File: src/rtl/y86_pkg.sv
// Shared Y86 sequencer definitions: instruction codes, status codes, FSM states.
// Latency: n/a (type and constant definitions only).
// Backpressure: n/a.
package y86_pkg;

  // Instruction codes presented by fetch in the icode field.
  typedef enum logic [3:0] {
    IHALT   = 4'h0,
    INOP    = 4'h1,
    IRRMOVQ = 4'h2,
    IIRMOVQ = 4'h3,
    IRMMOVQ = 4'h4,
    IMRMOVQ = 4'h5,
    IOPQ    = 4'h6,
    IJXX    = 4'h7,
    ICALL   = 4'h8,
    IRET    = 4'h9,
    IPUSHQ  = 4'hA,
    IPOPQ   = 4'hB
  } icode_t;

  // Architectural status reported on the stat output.
  typedef enum logic [2:0] {
    STAT_AOK = 3'd1,
    STAT_HLT = 3'd2,
    STAT_ADR = 3'd3,
    STAT_INS = 3'd4
  } stat_t;

  // Sequencer states; FETCH..PCUPD are the running states.
  typedef enum logic [2:0] {
    ST_IDLE      = 3'd0,
    ST_FETCH     = 3'd1,
    ST_DECODE    = 3'd2,
    ST_EXECUTE   = 3'd3,
    ST_MEMORY    = 3'd4,
    ST_WRITEBACK = 3'd5,
    ST_PCUPD     = 3'd6,
    ST_HALTED    = 3'd7
  } state_t;

  // Status for a faulting fetch: address error outranks illegal
  // function, which outranks a plain halt.
  function automatic stat_t fetch_stat(input logic mem_error, input logic func_error);
    if (mem_error)  return STAT_ADR;
    if (func_error) return STAT_INS;
    return STAT_HLT;
  endfunction

endpackage

File: src/rtl/seq_pc_sel.sv
// Next-PC selection for the sequential Y86 controller.
// Latency: purely combinational.
// Backpressure: none; output follows inputs.
// Ports: icode/Cnd/valC/valP/valM (latched instruction state) -> next_pc.
module seq_pc_sel
  import y86_pkg::*;
#(
  parameter int PC_W = 64
) (
  input  logic [3:0]      icode,
  input  logic            Cnd,
  input  logic [PC_W-1:0] valC,
  input  logic [PC_W-1:0] valP,
  input  logic [PC_W-1:0] valM,
  output logic [PC_W-1:0] next_pc
);

  always_comb begin
    next_pc = valP;
    case (icode)
      ICALL:   next_pc = valC;
      IJXX:    if (Cnd) next_pc = valC;
      IRET:    next_pc = valM;
      default: next_pc = valP;
    endcase
  end

endmodule

File: src/rtl/seq_ctrl.sv
// Multi-cycle Y86 sequencer: steps FETCH..WRITEBACK, PCUPD per instruction, halts on faults.
// Latency: 6 cycles per instruction plus one per extra MEMORY wait cycle.
// Backpressure: MEMORY stalls until mem_done; MEM_TMO+1 stalled cycles becomes an ADR fault.
// Ports: clk/rst_n (sync, active-low); start/boot_pc launch; icode,valC,valP,mem_error,
//        func_error,halt from fetch; Cnd from execute; valM,mem_done,dmem_error from memory;
//        PC, one-hot stage enables, stat, running, cycle_cnt, instr_cnt out.
module seq_ctrl
  import y86_pkg::*;
#(
  parameter int PC_W    = 64,
  parameter int CNT_W   = 32,
  parameter int MEM_TMO = 15
) (
  input  logic             clk,
  input  logic             rst_n,
  input  logic             start,
  input  logic [PC_W-1:0]  boot_pc,
  input  logic [3:0]       icode,
  input  logic [PC_W-1:0]  valC,
  input  logic [PC_W-1:0]  valP,
  input  logic             mem_error,
  input  logic             func_error,
  input  logic             halt,
  input  logic             Cnd,
  input  logic [PC_W-1:0]  valM,
  input  logic             mem_done,
  input  logic             dmem_error,
  output logic [PC_W-1:0]  PC,
  output logic             fetch_en,
  output logic             decode_en,
  output logic             exec_en,
  output logic             mem_en,
  output logic             wb_en,
  output logic [2:0]       stat,
  output logic             running,
  output logic [CNT_W-1:0] cycle_cnt,
  output logic [CNT_W-1:0] instr_cnt
);

  // Wide enough to hold MEM_TMO itself, and at least one bit.
  localparam int TMO_W = $clog2(MEM_TMO + 2);

  state_t            state_q, state_d;
  stat_t             stat_q, stat_d;
  logic [TMO_W-1:0]  tmo_q;
  logic              tmo_hit;

  logic [3:0]        icode_q;
  logic [PC_W-1:0]   valc_q;
  logic [PC_W-1:0]   valp_q;
  logic [PC_W-1:0]   valm_q;
  logic              cnd_q;
  logic [PC_W-1:0]   next_pc;

  seq_pc_sel #(.PC_W(PC_W)) u_pc_sel (
    .icode   (icode_q),
    .Cnd     (cnd_q),
    .valC    (valc_q),
    .valP    (valp_q),
    .valM    (valm_q),
    .next_pc (next_pc)
  );

  // tmo_q holds the index of the current MEMORY cycle, so a hit marks the
  // (MEM_TMO+1)th consecutive cycle without mem_done.
  assign tmo_hit = (tmo_q == TMO_W'(MEM_TMO));

  always_comb begin
    state_d   = state_q;
    stat_d    = stat_q;
    fetch_en  = 1'b0;
    decode_en = 1'b0;
    exec_en   = 1'b0;
    mem_en    = 1'b0;
    wb_en     = 1'b0;
    running   = 1'b0;
    case (state_q)
      ST_IDLE: begin
        if (start) begin
          state_d = ST_FETCH;
          stat_d  = STAT_AOK;
        end
      end
      ST_FETCH: begin
        fetch_en = 1'b1;
        running  = 1'b1;
        if (mem_error || func_error || halt) begin
          state_d = ST_HALTED;
          stat_d  = fetch_stat(mem_error, func_error);
        end else begin
          state_d = ST_DECODE;
        end
      end
      ST_DECODE: begin
        decode_en = 1'b1;
        running   = 1'b1;
        state_d   = ST_EXECUTE;
      end
      ST_EXECUTE: begin
        exec_en = 1'b1;
        running = 1'b1;
        state_d = ST_MEMORY;
      end
      ST_MEMORY: begin
        mem_en  = 1'b1;
        running = 1'b1;
        // A data-memory error wins over a completion in the same cycle.
        if (dmem_error) begin
          state_d = ST_HALTED;
          stat_d  = STAT_ADR;
        end else if (mem_done) begin
          state_d = ST_WRITEBACK;
        end else if (tmo_hit) begin
          state_d = ST_HALTED;
          stat_d  = STAT_ADR;
        end
      end
      ST_WRITEBACK: begin
        wb_en   = 1'b1;
        running = 1'b1;
        state_d = ST_PCUPD;
      end
      ST_PCUPD: begin
        running = 1'b1;
        state_d = ST_FETCH;
      end
      ST_HALTED: begin
        state_d = ST_HALTED;
      end
      default: begin
        state_d = ST_IDLE;
      end
    endcase
  end

  always_ff @(posedge clk) begin
    if (!rst_n) begin
      state_q   <= ST_IDLE;
      stat_q    <= STAT_AOK;
      PC        <= '0;
      cycle_cnt <= '0;
      instr_cnt <= '0;
      tmo_q     <= '0;
      icode_q   <= '0;
      valc_q    <= '0;
      valp_q    <= '0;
      valm_q    <= '0;
      cnd_q     <= 1'b0;
    end else begin
      state_q <= state_d;
      stat_q  <= stat_d;

      if (running) begin
        cycle_cnt <= cycle_cnt + CNT_W'(1);
      end

      if (state_q == ST_MEMORY && state_d == ST_MEMORY) begin
        tmo_q <= tmo_q + TMO_W'(1);
      end else begin
        tmo_q <= '0;
      end

      case (state_q)
        ST_IDLE: begin
          if (start) PC <= boot_pc;
        end
        ST_FETCH: begin
          icode_q <= icode;
          valc_q  <= valC;
          valp_q  <= valP;
        end
        ST_EXECUTE: begin
          cnd_q <= Cnd;
        end
        ST_MEMORY: begin
          if (!dmem_error && mem_done) valm_q <= valM;
        end
        ST_PCUPD: begin
          PC        <= next_pc;
          instr_cnt <= instr_cnt + CNT_W'(1);
        end
        default: begin
        end
      endcase
    end
  end

  assign stat = stat_q;

endmodule

File: config.mk
export PLATFORM = sky130hd
export DESIGN_NAME = seq_ctrl
export DESIGN_NICKNAME = d
export VERILOG_FILES = /design/src/rtl/y86_pkg.sv /design/src/rtl/seq_pc_sel.sv /design/src/rtl/seq_ctrl.sv
export SDC_FILE = /design/constraint.sdc
export NUM_CORES = 1
export LEC_CHECK = 0
export BUFFER_PORTS_ARGS = -buffer_cell sky130_fd_sc_hd__buf_2
export CORE_UTILIZATION = 45
export CTS_BUF_LIST = sky130_fd_sc_hd__clkbuf_8
export CTS_CLUSTER_SIZE = 20
export DETAILED_ROUTE_END_ITERATION = 10
export HOLD_SLACK_MARGIN = 0.15
export PLACE_DENSITY = 0.69
export SLEW_MARGIN = 25
export SYNTH_ARGS = -nofsm -noshare
export SYNTH_HDL_FRONTEND = slang
export SYNTH_SLANG_ARGS = --single-unit
File: constraint.sdc
create_clock -name clk -period 3.8 [get_ports clk]
set_input_delay 0.38 -clock clk [delete_from_list [all_inputs] [get_ports clk]]
set_output_delay 0.38 -clock clk [all_outputs]
set_load 0.01 [all_outputs]
==> flow_summary_export.csv <==
group,metric,value,unit
timing,holdWs,0.1532,ns
clock_tree,clock_latency,0.60,ns
critical_path,reg2reg_depth,6,
die,die_h,177.6,um
worst_hold_path,worstHoldEndpoint,"PC[46]",
clock_tree,cts_sinks,336,
timing,fin_crit_sh,73.78,%
clock_tree,cts_buffers,56,
critical_path,crit_family,"buffers and inverters",
power_and_ir_drop,peakVddDrop,0.3920,mV
route,drt_iter0_markers,1185,
power_and_ir_drop,p_comb_share,21.1,%
timing,fin_worst_skew,0.01877,ns
logic_synthesis,ys_warn_count,0,
route,via_per_inst,5.718,
place,port-buffer-count,405,
place,place.gp.congestion,0.8664,
grt,grt_use_total,30.42,%
timing,relSlewSlack,31.06,%
power_and_ir_drop,seq_power_share,45.4,%
route,drt-total-wl,49660,um
power_and_ir_drop,p_per_area,462.7,nW/um2
die,rows,63,
route,ant_nets,0,
timing,drv_slew,0,
cells_and_area,synthToLayoutAreaGrowth,40.89,%
timing,fin_crit,2.804,ns
logic_synthesis,synth_edf_count,0,
logic_synthesis,synth-seq-cells,336,
timing,hold_violations,0,
timing,rsz0062_at_grt,"false",
cells_and_area,final_net_count,2522,
logic_synthesis,synth.avg_cell_area,8.343,um2
worst_hold_path,hold-path-cell-count,3,
cells_and_area,drive_above_1_share,22.35,%
worst_hold_path,hp-start,"boot_pc[46]",
clock_tree,htreeDepth,2,
die,core,30030,um2
route,firstDrtPassIters,6,
logic_synthesis,yosysSeqAreaShare,48.45,%
critical_path,reg2reg_slack,1.13,ns
status,status,"finished clean",
logic_synthesis,netlist-cell-type-count,52,
cells_and_area,fillCellCount,2472,
clock_tree,root_buffer,"clkbuf_8",
die,die_area,31560,um2
logic_synthesis,synthCells,1664,
grt,grt_pass1_wl,76730,um
power_and_ir_drop,p_int,6269,uW
critical_path,worst_path_max_delay_cell,"dfxtp_1",
die,num_io_pins,406,
place,dpl.hpwl,29970,um
clock_tree,cts_max_path_buffers,3,
timing,max_freq,356.7,MHz
critical_path,cp-start-kind,"register",
grt,antenna_found_initial,7,
die,start_util,46.23,%
power_and_ir_drop,clkPwrFrac,33.5,%
timing,finalSetupViolCount,0,
worst_hold_path,hp-class,"primary input to register",
critical_path,crit_chain,"or3b_4 -> inv_4 -> buf_2",
grt,grt_pass1_vias,14840,
critical_path,worstPathRequired,3.42,ns
critical_path,endpoint_kind,"output port",
grt,grt.overflow.total,0,
clock_tree,clk_pin_slew,0.06,ns
flow_run,cap_violations,0,
power_and_ir_drop,p_switching,2782,uW
critical_path,cp.arrival,2.42,ns
logic_synthesis,async_flop_share,0,%
clock_tree,cts_tree,"built",
logic_synthesis,syn-cell-area,13880,um2
logic_synthesis,ys.flop_type,"dfxtp_1",
route,vias,15320,
power_and_ir_drop,p_leak,0.008114,uW
critical_path,cpPeakStageDelay,0.60,ns
critical_path,crit_fanout,52,
route,drcViolationCount,0,
timing,worst_pin_slew,1.034,ns
route,post_drt_wl_per_cell,18.53,um
timing,tns,0,ns
critical_path,timing.rr.end,"stat[2]",
critical_path,critical_path_buf_inv_count,2,
logic_synthesis,synth_nets,1937,
power_and_ir_drop,p_sw_share,30.74,%
die,fp.dieW,177.6,um
critical_path,r2r-start,"state_q[0]",
critical_path,path_class,"register to output port",
grt,grt_max_degree,177,
-- per-layer routing --
layer / routed length (um) / vias to the layer above / track usage, %
met2: 23030 / 881 / 49.41
met5: 13 / - / 0
li1: - / 7087 / -
met1: 19780 / 7130 / 37.75
met3: 4400 / 223 / 6.598
met4: 2431 / 2 / 15.81
-- sequential cells by signal, indices dropped and copies added (netlist names) --
signal	cells
cycle_cnt	32
tmo_q	5
instr_cnt	32
state_q	3
stat	3
icode_q	4
cnd_q	1
PC	64
valc_q	64
valm_q	64
valp_q	64
-- worst min-delay path: cells and delay by family --
kind            cells  cell delay (ns)
mux                 1             0.11
buf+inv             1             0.10
compound gates      1             0.09
-- cell usage after synthesis (2+ instances only) --
cell       count  area (um2)
or2_2          2       12.51
nand2_1      492        1847
o311ai_0       7       61.31
nor3_1         3       15.01
nor2b_1        3       18.77
ha_1           4       50.05
and2_1         4       25.02
a221oi_1     128        1121
or4_1         20       150.1
mux2i_1       73       730.7
a31o_2         2       17.52
nand3_1       20       100.1
o41ai_1        9       78.83
o31ai_1       16       120.1
inv_1         18       67.56
buf_2         23       115.1
a21oi_1      234        1171
inv_2          2       7.510
clkbuf_1     108       405.4
buf_1          2       7.510
nor4_1        10       62.56
xor2_1        10       87.58
nand4_1       22       137.6
or3b_2         2       17.52
xnor2_1        8       70.07
nand2b_1      15       93.84
nor3b_1        3       22.52
and3_1         8       50.05
o21ai_0       14       70.07
nor2_1        26       97.59
or3_1         14       87.58
dfxtp_1      336        6726
nand4bb_1      2       22.52
and4_1         6       52.55
-- through the flow --
stage | utilization (%) | instance area (um2) | std cells | setup WS [ns] | total power (uW)
floorplan | - | 13880 | 1664 | 1.835 | 5174
global placement | 53.66 | 16120 | 2344 | 1.351 | 5798
detailed placement | 53.66 | 16120 | 2344 | 1.273 | 5835
CTS | 64.95 | 19510 | 2671 | 1.005 | 9012
global route | 65.11 | 19560 | 2678 | 0.8548 | 9445
finish | 65.13 | 19560 | 2680 | 0.9963 | 9051
-- cell usage in the layout, fill, tap and decap left out, drive strengths merged, types with 23 or more instances in the layout --
| cell | count |
|---|---|
| a221oi | 128 |
| nand2 | 492 |
| mux2i | 73 |
| nand4 | 23 |
| a21oi | 234 |
| inv | 42 |
| dlygate4sd3 | 236 |
| buf | 425 |
| clkbuf | 65 |
| dfxtp | 336 |
| nor2 | 27 |
-- layout make-up --
cell class	instances	area [um2]	share of cell area, %
clock buffers	65	894.6	4.574
repair buffers	661	4634	23.69
well taps	390	488.0	2.495
flip-flops and latches	336	6726	34.39
inverters	20	85.08	0.4350
multi-input cells	1174	6579	33.63
diodes	8	20.02	0.1023
clock inverters	26	132.6	0.6781
-- power groups by stage --
stage | logic (uW) | registers, uW | clock network (uW)
after detailed placement | 1670 | 4170 | 0
after CTS | 1870 | 4090 | 3050
after floorplan | 1040 | 4130 | 0
after global routing | 2070 | 4140 | 3240
after global placement | 1640 | 4160 | 0
final | 1910 | 4110 | 3040
-- cell families (layout without fill, tap and decap cells) --
| group | count (synthesis) | in the layout | share of synthesized area (%) |
|---|---|---|---|
| and+or+nand+nor | 660 | 660 | 20.79 |
| AOI/OAI and AO/OA | 419 | 419 | 19.57 |
| DFF | 336 | 336 | 48.45 |
| buffers and inverters | 154 | 772 | 4.425 |
| muxes | 73 | 73 | 5.263 |
| xor gates and xnor gates | 18 | 18 | 1.136 |
| adders and majority gates | 4 | 4 | 0.3605 |
| other | 0 | 8 | 0 |
-- worst max path at each step --
| stage | endpoint | slack (ns) | startpoint | cells after the start |
|---|---|---|---|---|
| 6_report | fetch_en | 1.0 | state_q[0] | 3 |
| 5_1_grt | fetch_en | 0.85 | state_q[0] | 3 |
| 4_1_cts | fetch_en | 1.00 | state_q[0] | 3 |
| 3_5_place_dp | PC[18] | 1.27 | icode_q[3] | 5 |
| 3_3_place_gp | PC[17] | 1.35 | icode_q[3] | 5 |
| 2_1_floorplan | instr_cnt[26] | 1.84 | instr_cnt[0] | 6 |
-- repair_timing --
item,in CTS,in global routing
setup buffers,0,0
hold buffers,236,0
gates resized for setup,0,0
endpoints found under the hold margin,236,0
Power figures use the tool's default switching activity.
